--- config.mk ---
export PLATFORM = sky130hd
export DESIGN_NAME = axil_master
export DESIGN_NICKNAME = d
export VERILOG_FILES = /design/src/rtl/axil_master.sv
export SDC_FILE = /design/constraint.sdc
export NUM_CORES = 1
export LEC_CHECK = 0
export BUFFER_PORTS_ARGS = -buffer_cell sky130_fd_sc_hd__buf_2
export CAP_MARGIN = 20
export CORE_ASPECT_RATIO = 1.1
export CORE_MARGIN = 4
export CORE_UTILIZATION = 42
export CTS_BUF_LIST = sky130_fd_sc_hd__clkbuf_16
export CTS_CLUSTER_SIZE = 14
export DETAILED_ROUTE_END_ITERATION = 7
export PLACE_DENSITY = 0.76
export SYNTH_ARGS = -nofsm -noshare
export SYNTH_HDL_FRONTEND = slang
export SYNTH_SLANG_ARGS = --single-unit
--- constraint.sdc ---
create_clock -name clk -period 2 [get_ports clk]
set_clock_uncertainty 0.2 [all_clocks]
set_input_delay 0.2 -clock clk [delete_from_list [all_inputs] [get_ports clk]]
set_output_delay 0.2 -clock clk [all_outputs]
set_load 0.02 [all_outputs]
--- src/rtl/axil_master.sv ---
// AXI-Lite initiator: single-beat command/response front end with one outstanding
// transaction and a sticky response-phase watchdog.
module axil_master #(
    parameter int unsigned ADDR_WIDTH     = 32,
    parameter int unsigned DATA_WIDTH     = 32,
    parameter int unsigned TIMEOUT_CYCLES = 1024
) (
    input  logic                  clk,
    input  logic                  rst_n,
    input  logic                  cmd_valid,
    output logic                  cmd_ready,
    input  logic                  cmd_write,
    input  logic [ADDR_WIDTH-1:0] cmd_addr,
    input  logic [DATA_WIDTH-1:0] cmd_wdata,
    output logic                  rsp_valid,
    input  logic                  rsp_ready,
    output logic [DATA_WIDTH-1:0] rsp_rdata,
    output logic [1:0]            rsp_resp,
    output logic                  rsp_timeout,
    output logic                  timeout_err,
    output logic [ADDR_WIDTH-1:0] m_axi_aw_addr,
    output logic                  m_axi_aw_valid,
    input  logic                  m_axi_aw_ready,
    output logic [DATA_WIDTH-1:0] m_axi_w_data,
    output logic                  m_axi_w_valid,
    input  logic                  m_axi_w_ready,
    input  logic [1:0]            m_axi_b_resp,
    input  logic                  m_axi_b_valid,
    output logic                  m_axi_b_ready,
    output logic [ADDR_WIDTH-1:0] m_axi_ar_addr,
    output logic                  m_axi_ar_valid,
    input  logic                  m_axi_ar_ready,
    input  logic [DATA_WIDTH-1:0] m_axi_r_data,
    input  logic [1:0]            m_axi_r_resp,
    input  logic                  m_axi_r_valid,
    output logic                  m_axi_r_ready
);

    localparam int unsigned CW = (TIMEOUT_CYCLES > 1) ? $clog2(TIMEOUT_CYCLES) : 1;
    localparam logic [CW-1:0] WD_LAST = (TIMEOUT_CYCLES > 0) ? CW'(TIMEOUT_CYCLES - 1) : '0;
    localparam logic WD_EN = (TIMEOUT_CYCLES > 0);

    typedef enum logic [2:0] {
        IDLE, WR_ADDR_DATA, WAIT_B, RD_ADDR, WAIT_R, RSP, HALT
    } state_t;

    state_t                state_q, state_d;
    logic [ADDR_WIDTH-1:0] addr_q, addr_d;
    logic [DATA_WIDTH-1:0] wdata_q, wdata_d;
    logic                  cmd_ready_q, cmd_ready_d;
    logic                  aw_valid_q, aw_valid_d;
    logic                  w_valid_q, w_valid_d;
    logic                  ar_valid_q, ar_valid_d;
    logic                  b_ready_q, b_ready_d;
    logic                  r_ready_q, r_ready_d;
    logic                  rsp_valid_q, rsp_valid_d;
    logic [DATA_WIDTH-1:0] rsp_rdata_q, rsp_rdata_d;
    logic [1:0]            rsp_resp_q, rsp_resp_d;
    logic                  rsp_timeout_q, rsp_timeout_d;
    logic                  timeout_err_q, timeout_err_d;
    logic [CW-1:0]         wd_cnt_q, wd_cnt_d;
    logic                  aw_done, w_done, wd_expire;

    always_comb begin
        aw_done   = !aw_valid_q || m_axi_aw_ready;
        w_done    = !w_valid_q || m_axi_w_ready;
        wd_expire = WD_EN && (wd_cnt_q == WD_LAST);
    end

    // Next-state and next-output computation; every register defaults to hold.
    always_comb begin
        state_d       = state_q;
        addr_d        = addr_q;
        wdata_d       = wdata_q;
        aw_valid_d    = aw_valid_q;
        w_valid_d     = w_valid_q;
        ar_valid_d    = ar_valid_q;
        b_ready_d     = b_ready_q;
        r_ready_d     = r_ready_q;
        rsp_valid_d   = rsp_valid_q;
        rsp_rdata_d   = rsp_rdata_q;
        rsp_resp_d    = rsp_resp_q;
        rsp_timeout_d = rsp_timeout_q;
        timeout_err_d = timeout_err_q;
        wd_cnt_d      = wd_cnt_q;

        case (state_q)
            IDLE: begin
                if (cmd_valid) begin
                    addr_d = cmd_addr;
                    if (cmd_write) begin
                        wdata_d    = cmd_wdata;
                        aw_valid_d = 1'b1;
                        w_valid_d  = 1'b1;
                        state_d    = WR_ADDR_DATA;
                    end else begin
                        ar_valid_d = 1'b1;
                        state_d    = RD_ADDR;
                    end
                end
            end
            WR_ADDR_DATA: begin
                if (aw_valid_q && m_axi_aw_ready) aw_valid_d = 1'b0;
                if (w_valid_q && m_axi_w_ready)   w_valid_d  = 1'b0;
                if (aw_done && w_done) begin
                    b_ready_d = 1'b1;
                    wd_cnt_d  = '0;
                    state_d   = WAIT_B;
                end
            end
            RD_ADDR: begin
                if (m_axi_ar_ready) begin
                    ar_valid_d = 1'b0;
                    r_ready_d  = 1'b1;
                    wd_cnt_d   = '0;
                    state_d    = WAIT_R;
                end
            end
            WAIT_B, WAIT_R: begin
                // A handshake in the expiry cycle takes priority over the watchdog.
                if ((state_q == WAIT_B) ? m_axi_b_valid : m_axi_r_valid) begin
                    b_ready_d     = 1'b0;
                    r_ready_d     = 1'b0;
                    rsp_valid_d   = 1'b1;
                    rsp_timeout_d = 1'b0;
                    rsp_rdata_d   = (state_q == WAIT_B) ? '0 : m_axi_r_data;
                    rsp_resp_d    = (state_q == WAIT_B) ? m_axi_b_resp : m_axi_r_resp;
                    state_d       = RSP;
                end else if (wd_expire) begin
                    b_ready_d     = 1'b0;
                    r_ready_d     = 1'b0;
                    rsp_valid_d   = 1'b1;
                    rsp_timeout_d = 1'b1;
                    rsp_rdata_d   = '0;
                    rsp_resp_d    = 2'b10;
                    timeout_err_d = 1'b1;
                    state_d       = RSP;
                end else if (WD_EN) begin
                    wd_cnt_d = wd_cnt_q + CW'(1);
                end
            end
            RSP: begin
                if (rsp_ready) begin
                    rsp_valid_d = 1'b0;
                    state_d     = rsp_timeout_q ? HALT : IDLE;
                end
            end
            HALT: state_d = HALT;
            default: state_d = IDLE;
        endcase

        cmd_ready_d = (state_d == IDLE);
    end

    always_ff @(posedge clk or negedge rst_n) begin
        if (!rst_n) begin
            state_q       <= IDLE;
            addr_q        <= '0;
            wdata_q       <= '0;
            cmd_ready_q   <= 1'b1;
            aw_valid_q    <= 1'b0;
            w_valid_q     <= 1'b0;
            ar_valid_q    <= 1'b0;
            b_ready_q     <= 1'b0;
            r_ready_q     <= 1'b0;
            rsp_valid_q   <= 1'b0;
            rsp_rdata_q   <= '0;
            rsp_resp_q    <= 2'b00;
            rsp_timeout_q <= 1'b0;
            timeout_err_q <= 1'b0;
            wd_cnt_q      <= '0;
        end else begin
            state_q       <= state_d;
            addr_q        <= addr_d;
            wdata_q       <= wdata_d;
            cmd_ready_q   <= cmd_ready_d;
            aw_valid_q    <= aw_valid_d;
            w_valid_q     <= w_valid_d;
            ar_valid_q    <= ar_valid_d;
            b_ready_q     <= b_ready_d;
            r_ready_q     <= r_ready_d;
            rsp_valid_q   <= rsp_valid_d;
            rsp_rdata_q   <= rsp_rdata_d;
            rsp_resp_q    <= rsp_resp_d;
            rsp_timeout_q <= rsp_timeout_d;
            timeout_err_q <= timeout_err_d;
            wd_cnt_q      <= wd_cnt_d;
        end
    end

    assign cmd_ready      = cmd_ready_q;
    assign rsp_valid      = rsp_valid_q;
    assign rsp_rdata      = rsp_rdata_q;
    assign rsp_resp       = rsp_resp_q;
    assign rsp_timeout    = rsp_timeout_q;
    assign timeout_err    = timeout_err_q;
    assign m_axi_aw_addr  = addr_q;
    assign m_axi_aw_valid = aw_valid_q;
    assign m_axi_w_data   = wdata_q;
    assign m_axi_w_valid  = w_valid_q;
    assign m_axi_b_ready  = b_ready_q;
    assign m_axi_ar_addr  = addr_q;
    assign m_axi_ar_valid = ar_valid_q;
    assign m_axi_r_ready  = r_ready_q;

endmodule

==> impl_metrics.csv <==
group,metric,value,unit
setup_path,cp-endpoint,"wd_cnt_q[9]",
pwr,power_frac_comb,47.9,%
timing,slew_headroom,57.9,%
clocking,clk_latency,0.41,ns
timing,fmax,0.511,GHz
setup_path,start_kind,"register",
cells_and_area,fin_cells,964,
cells_and_area,drive_above_1_share,47.0,%
timing,period_share,97.9,%
setup_path,critical_path_class,"register to register",
clocking,path_clk_slew,0.05,ns
clocking,clock_sinks,120,
timing,finalSetupTns,0,ns
detailed_routing,finalWirelength,15800,µm
synthesis,synth-async-reset-ratio,100,%
synthesis,seq_area_frac_synth,57.4,%
clocking,clock_path_buffers,2,
detailed_routing,drt-pass1-iter-count,5,
setup_path,regToRegSetupSlack,0.04,ns
cells_and_area,final_nets,906,
cells_and_area,num-fill-cells,862,
synthesis,yosys_warnings,0,
timing,worst_slack,0.0423,ns
setup_path,crit_fanout,4,
pwr,swShare,42.4,%
setup_path,cpPeakStageDelay,0.41,ns
min_path,hp-class,"input pin to register",
clocking,cts_tree,"yes",
timing,setup_viol,0,
floorplan,core.rowCount,42,
floorplan,die_h,125,µm
timing,rsz0062_at_grt,"yes",
setup_path,cp-end-kind,"register",
global_route,grt_max_degree,121,
pwr,seqPwrFrac,31.8,%
cells_and_area,syn_to_final_growth,56.5,%
detailed_routing,wl_per_cell,16.4,µm
global_route,grt_pass1_wl,25100,µm
global_route,grt_overflow,0,
placement,portBuffers,248,
synthesis,synth_cell_type_count,49,
timing,min_period,1.96,ns
flow_run,max_cap_viol_count,0,
global_route,gr-usage-all-layers,22.1,%
detailed_routing,via_count,4846,
timing,hold_violations,0,
setup_path,reg2reg_depth,6,
synthesis,synth-main-ff-cell,"dfrtp_1",
detailed_routing,detail-route-antenna-nets,0,
pwr,p_per_area,1640,nW/µm²
synthesis,synth-edff-count,0,
setup_path,worstReg2RegEnd,"wd_cnt_q[9]",
placement,dpl.hpwl,9970,µm
synthesis,synth_area_per_cell,11.6,µm²
setup_path,critical_path.top_delay_family,"simple AND/OR/NAND/NOR gates",
placement,dp_worst_setup_slack,0.0528,ns
global_route,antenna_found_initial,2,
timing,maxSlewViolCount,0,
clocking,htree_levels,4,
synthesis,ys_seq_elements,120,
setup_path,worstPathArrival,2.10,ns
pwr,p_leak,4.13,nW
floorplan,coreArea,12100,µm²
pwr,p_int,7.75,mW
pwr,switching_power,5.70,mW
detailed_routing,drt_iter0_markers,264,
setup_path,cp.depth,6,
timing,worst_pin_slew,0.632,ns
clocking,numCtsBuffers,17,
floorplan,die-area,14300,µm²
floorplan,fp.dieW,114,µm
floorplan,start_util,43.1,%
setup_path,critPathLaunch,"wd_cnt_q[0]",
detailed_routing,drc,0,
pwr,p_clk_share,20.3,%
setup_path,reg2reg_from,"wd_cnt_q[0]",
synthesis,netlist_instances,450,
synthesis,syn_area,5240,µm²
clocking,cts_root_buf,"clkbuf_16",
setup_path,crit_chain,"ha_1, and4_1, nor3_1, nand2_1, or4_1, nand3_1",
status,status,"complete, no violations",
synthesis,syn_nets,561,
detailed_routing,vias_per_cell,5.03,
floorplan,io_pins,249,
setup_path,crit_buf_inv,0,
setup_path,crit_slowest_cell,"or4_1",
placement,gp_congestion,0.907,
pwr,irDropWorstVdd,0.000960,V
setup_path,critical_path_required,2.14,ns
global_route,grt_pass1_vias,5131,
placement,dpl.cell_count,822,
cells in the mapped netlist (3+ instances only):
library cell,number,area (µm²)
a22oi_1,3,22.5
buf_1,3,11.3
nand3_1,31,155
a21oi_1,8,40.0
dfrtp_1,119,2980
clkbuf_1,4,15.0
o21ai_0,18,90.1
nand4_1,6,37.5
mux2_2,65,732
o211ai_1,3,22.5
a31oi_1,5,31.3
a22o_1,7,61.3
buf_4,33,248
nor3_1,3,15.0
nand2_1,68,255
buf_2,15,75.1
nor2_1,9,33.8
inv_1,9,33.8
and3_1,3,18.8
worst min-delay path by stage:
stage | startpoint | end | slack, ns | depth (start not counted)
floorplan | rst_n | m_axi_ar_addr[0] | -0.30 | 0
finish | rsp_ready | rsp_valid | 0.04 | 3
global placement | rst_n | rsp_rdata[25] | 0.14 | 2
global route | rsp_ready | rsp_valid | 0.04 | 3
detailed placement | rst_n | rsp_rdata[29] | 0.14 | 2
CTS | rsp_ready | rsp_valid | 0.009 | 3
tightest hold or removal path: stages:
cell     delay, ns
buf_2         0.12
a31oi_1       0.09
o22a_1        0.18
stage by stage:
step | hold slack [ns] | utilization (%) | area [µm²] | total power [mW]
2_1_floorplan | -0.296 | - | 5240 | 8.56
3_5_place_dp | 0.141 | 54.1 | 6560 | 10.5
3_3_place_gp | 0.135 | 54.1 | 6560 | 10.3
6_report | 0.0375 | 67.5 | 8190 | 13.4
4_1_cts | 0.00931 | 67.3 | 8170 | 13.4
5_1_grt | 0.0427 | 67.5 | 8190 | 14.2
state kept, by name, summed over array words and instances (netlist names):
register        cells
m_axi_ar_valid      1
rsp_rdata          32
m_axi_aw_valid      1
m_axi_r_ready       1
m_axi_w_valid       1
state_q             3
m_axi_w_data       32
cmd_ready           1
m_axi_b_ready       1
rsp_timeout         1
timeout_err         1
m_axi_ar_addr      32
rsp_resp            2
rsp_valid           1
wd_cnt_q           10
power groups by stage:
stage / clock network, mW / registers, mW / logic, mW
floorplan: 0 / 5.47 / 3.09
global placement: 0 / 4.18 / 6.07
detailed placement: 0 / 4.26 / 6.20
CTS: 2.82 / 4.24 / 6.38
global route: 2.91 / 4.41 / 6.89
finish: 2.73 / 4.27 / 6.44
layer usage:
layer	global-route usage, %	routed length (µm)	vias to the layer above
li1	-	-	2242
met1	23.6	5630	2344
met2	40.0	8540	225
met3	5.27	1120	35
met4	11.2	505	0
met5	0	0	-
cell families (layout without fill, tap and decap cells):
family / count (synthesis) / in the layout / synth area share (%)
AO/OA/AOI/OAI: 63 / 63 / 8.17
XOR/XNOR: 1 / 1 / 0.167
adder cells (fa/ha/maj): 1 / 1 / 0.239
buffers and inverters: 64 / 422 / 7.31
flip-flops: 120 / 120 / 57.4
multiplexers: 66 / 66 / 14.2
other: 0 / 2 / 0
AND/OR/NAND/NOR: 135 / 135 / 12.6
timing repair:
| action | 4_1_cts | 5_1_grt |
|---|---|---|
| setup endpoints to repair | 0 | 22 |
| hold endpoints to repair | 223 | 0 |
| hold buffers | 107 | 0 |
| resized for setup | 0 | 4 |
| buffers inserted | 0 | 1 |
placed cells by master, fill, tap and decap left out, drive strengths merged, types with 7 or more instances in the layout:
| cell | instances |
|---|---|
| a21oi | 8 |
| a22o | 7 |
| buf | 274 |
| clkbuf | 17 |
| clkinv | 8 |
| dfrtp | 119 |
| dlygate4sd3 | 107 |
| inv | 11 |
| mux2 | 65 |
| nand2 | 68 |
| nand3 | 32 |
| nor2 | 9 |
| o21ai | 19 |
layout make-up:
class	instances	area [µm²]	area share, %
inverters	9	33.8	0.412
flip-flops and latches	120	3010	36.7
clock buffers	17	425	5.19
well taps	154	193	2.35
diodes	2	5.00	0.0611
repair buffers	381	2560	31.2
multi-input cells	266	1860	22.6
clock inverters	15	115	1.40
Note: power is estimated with default switching activity, not from simulation.
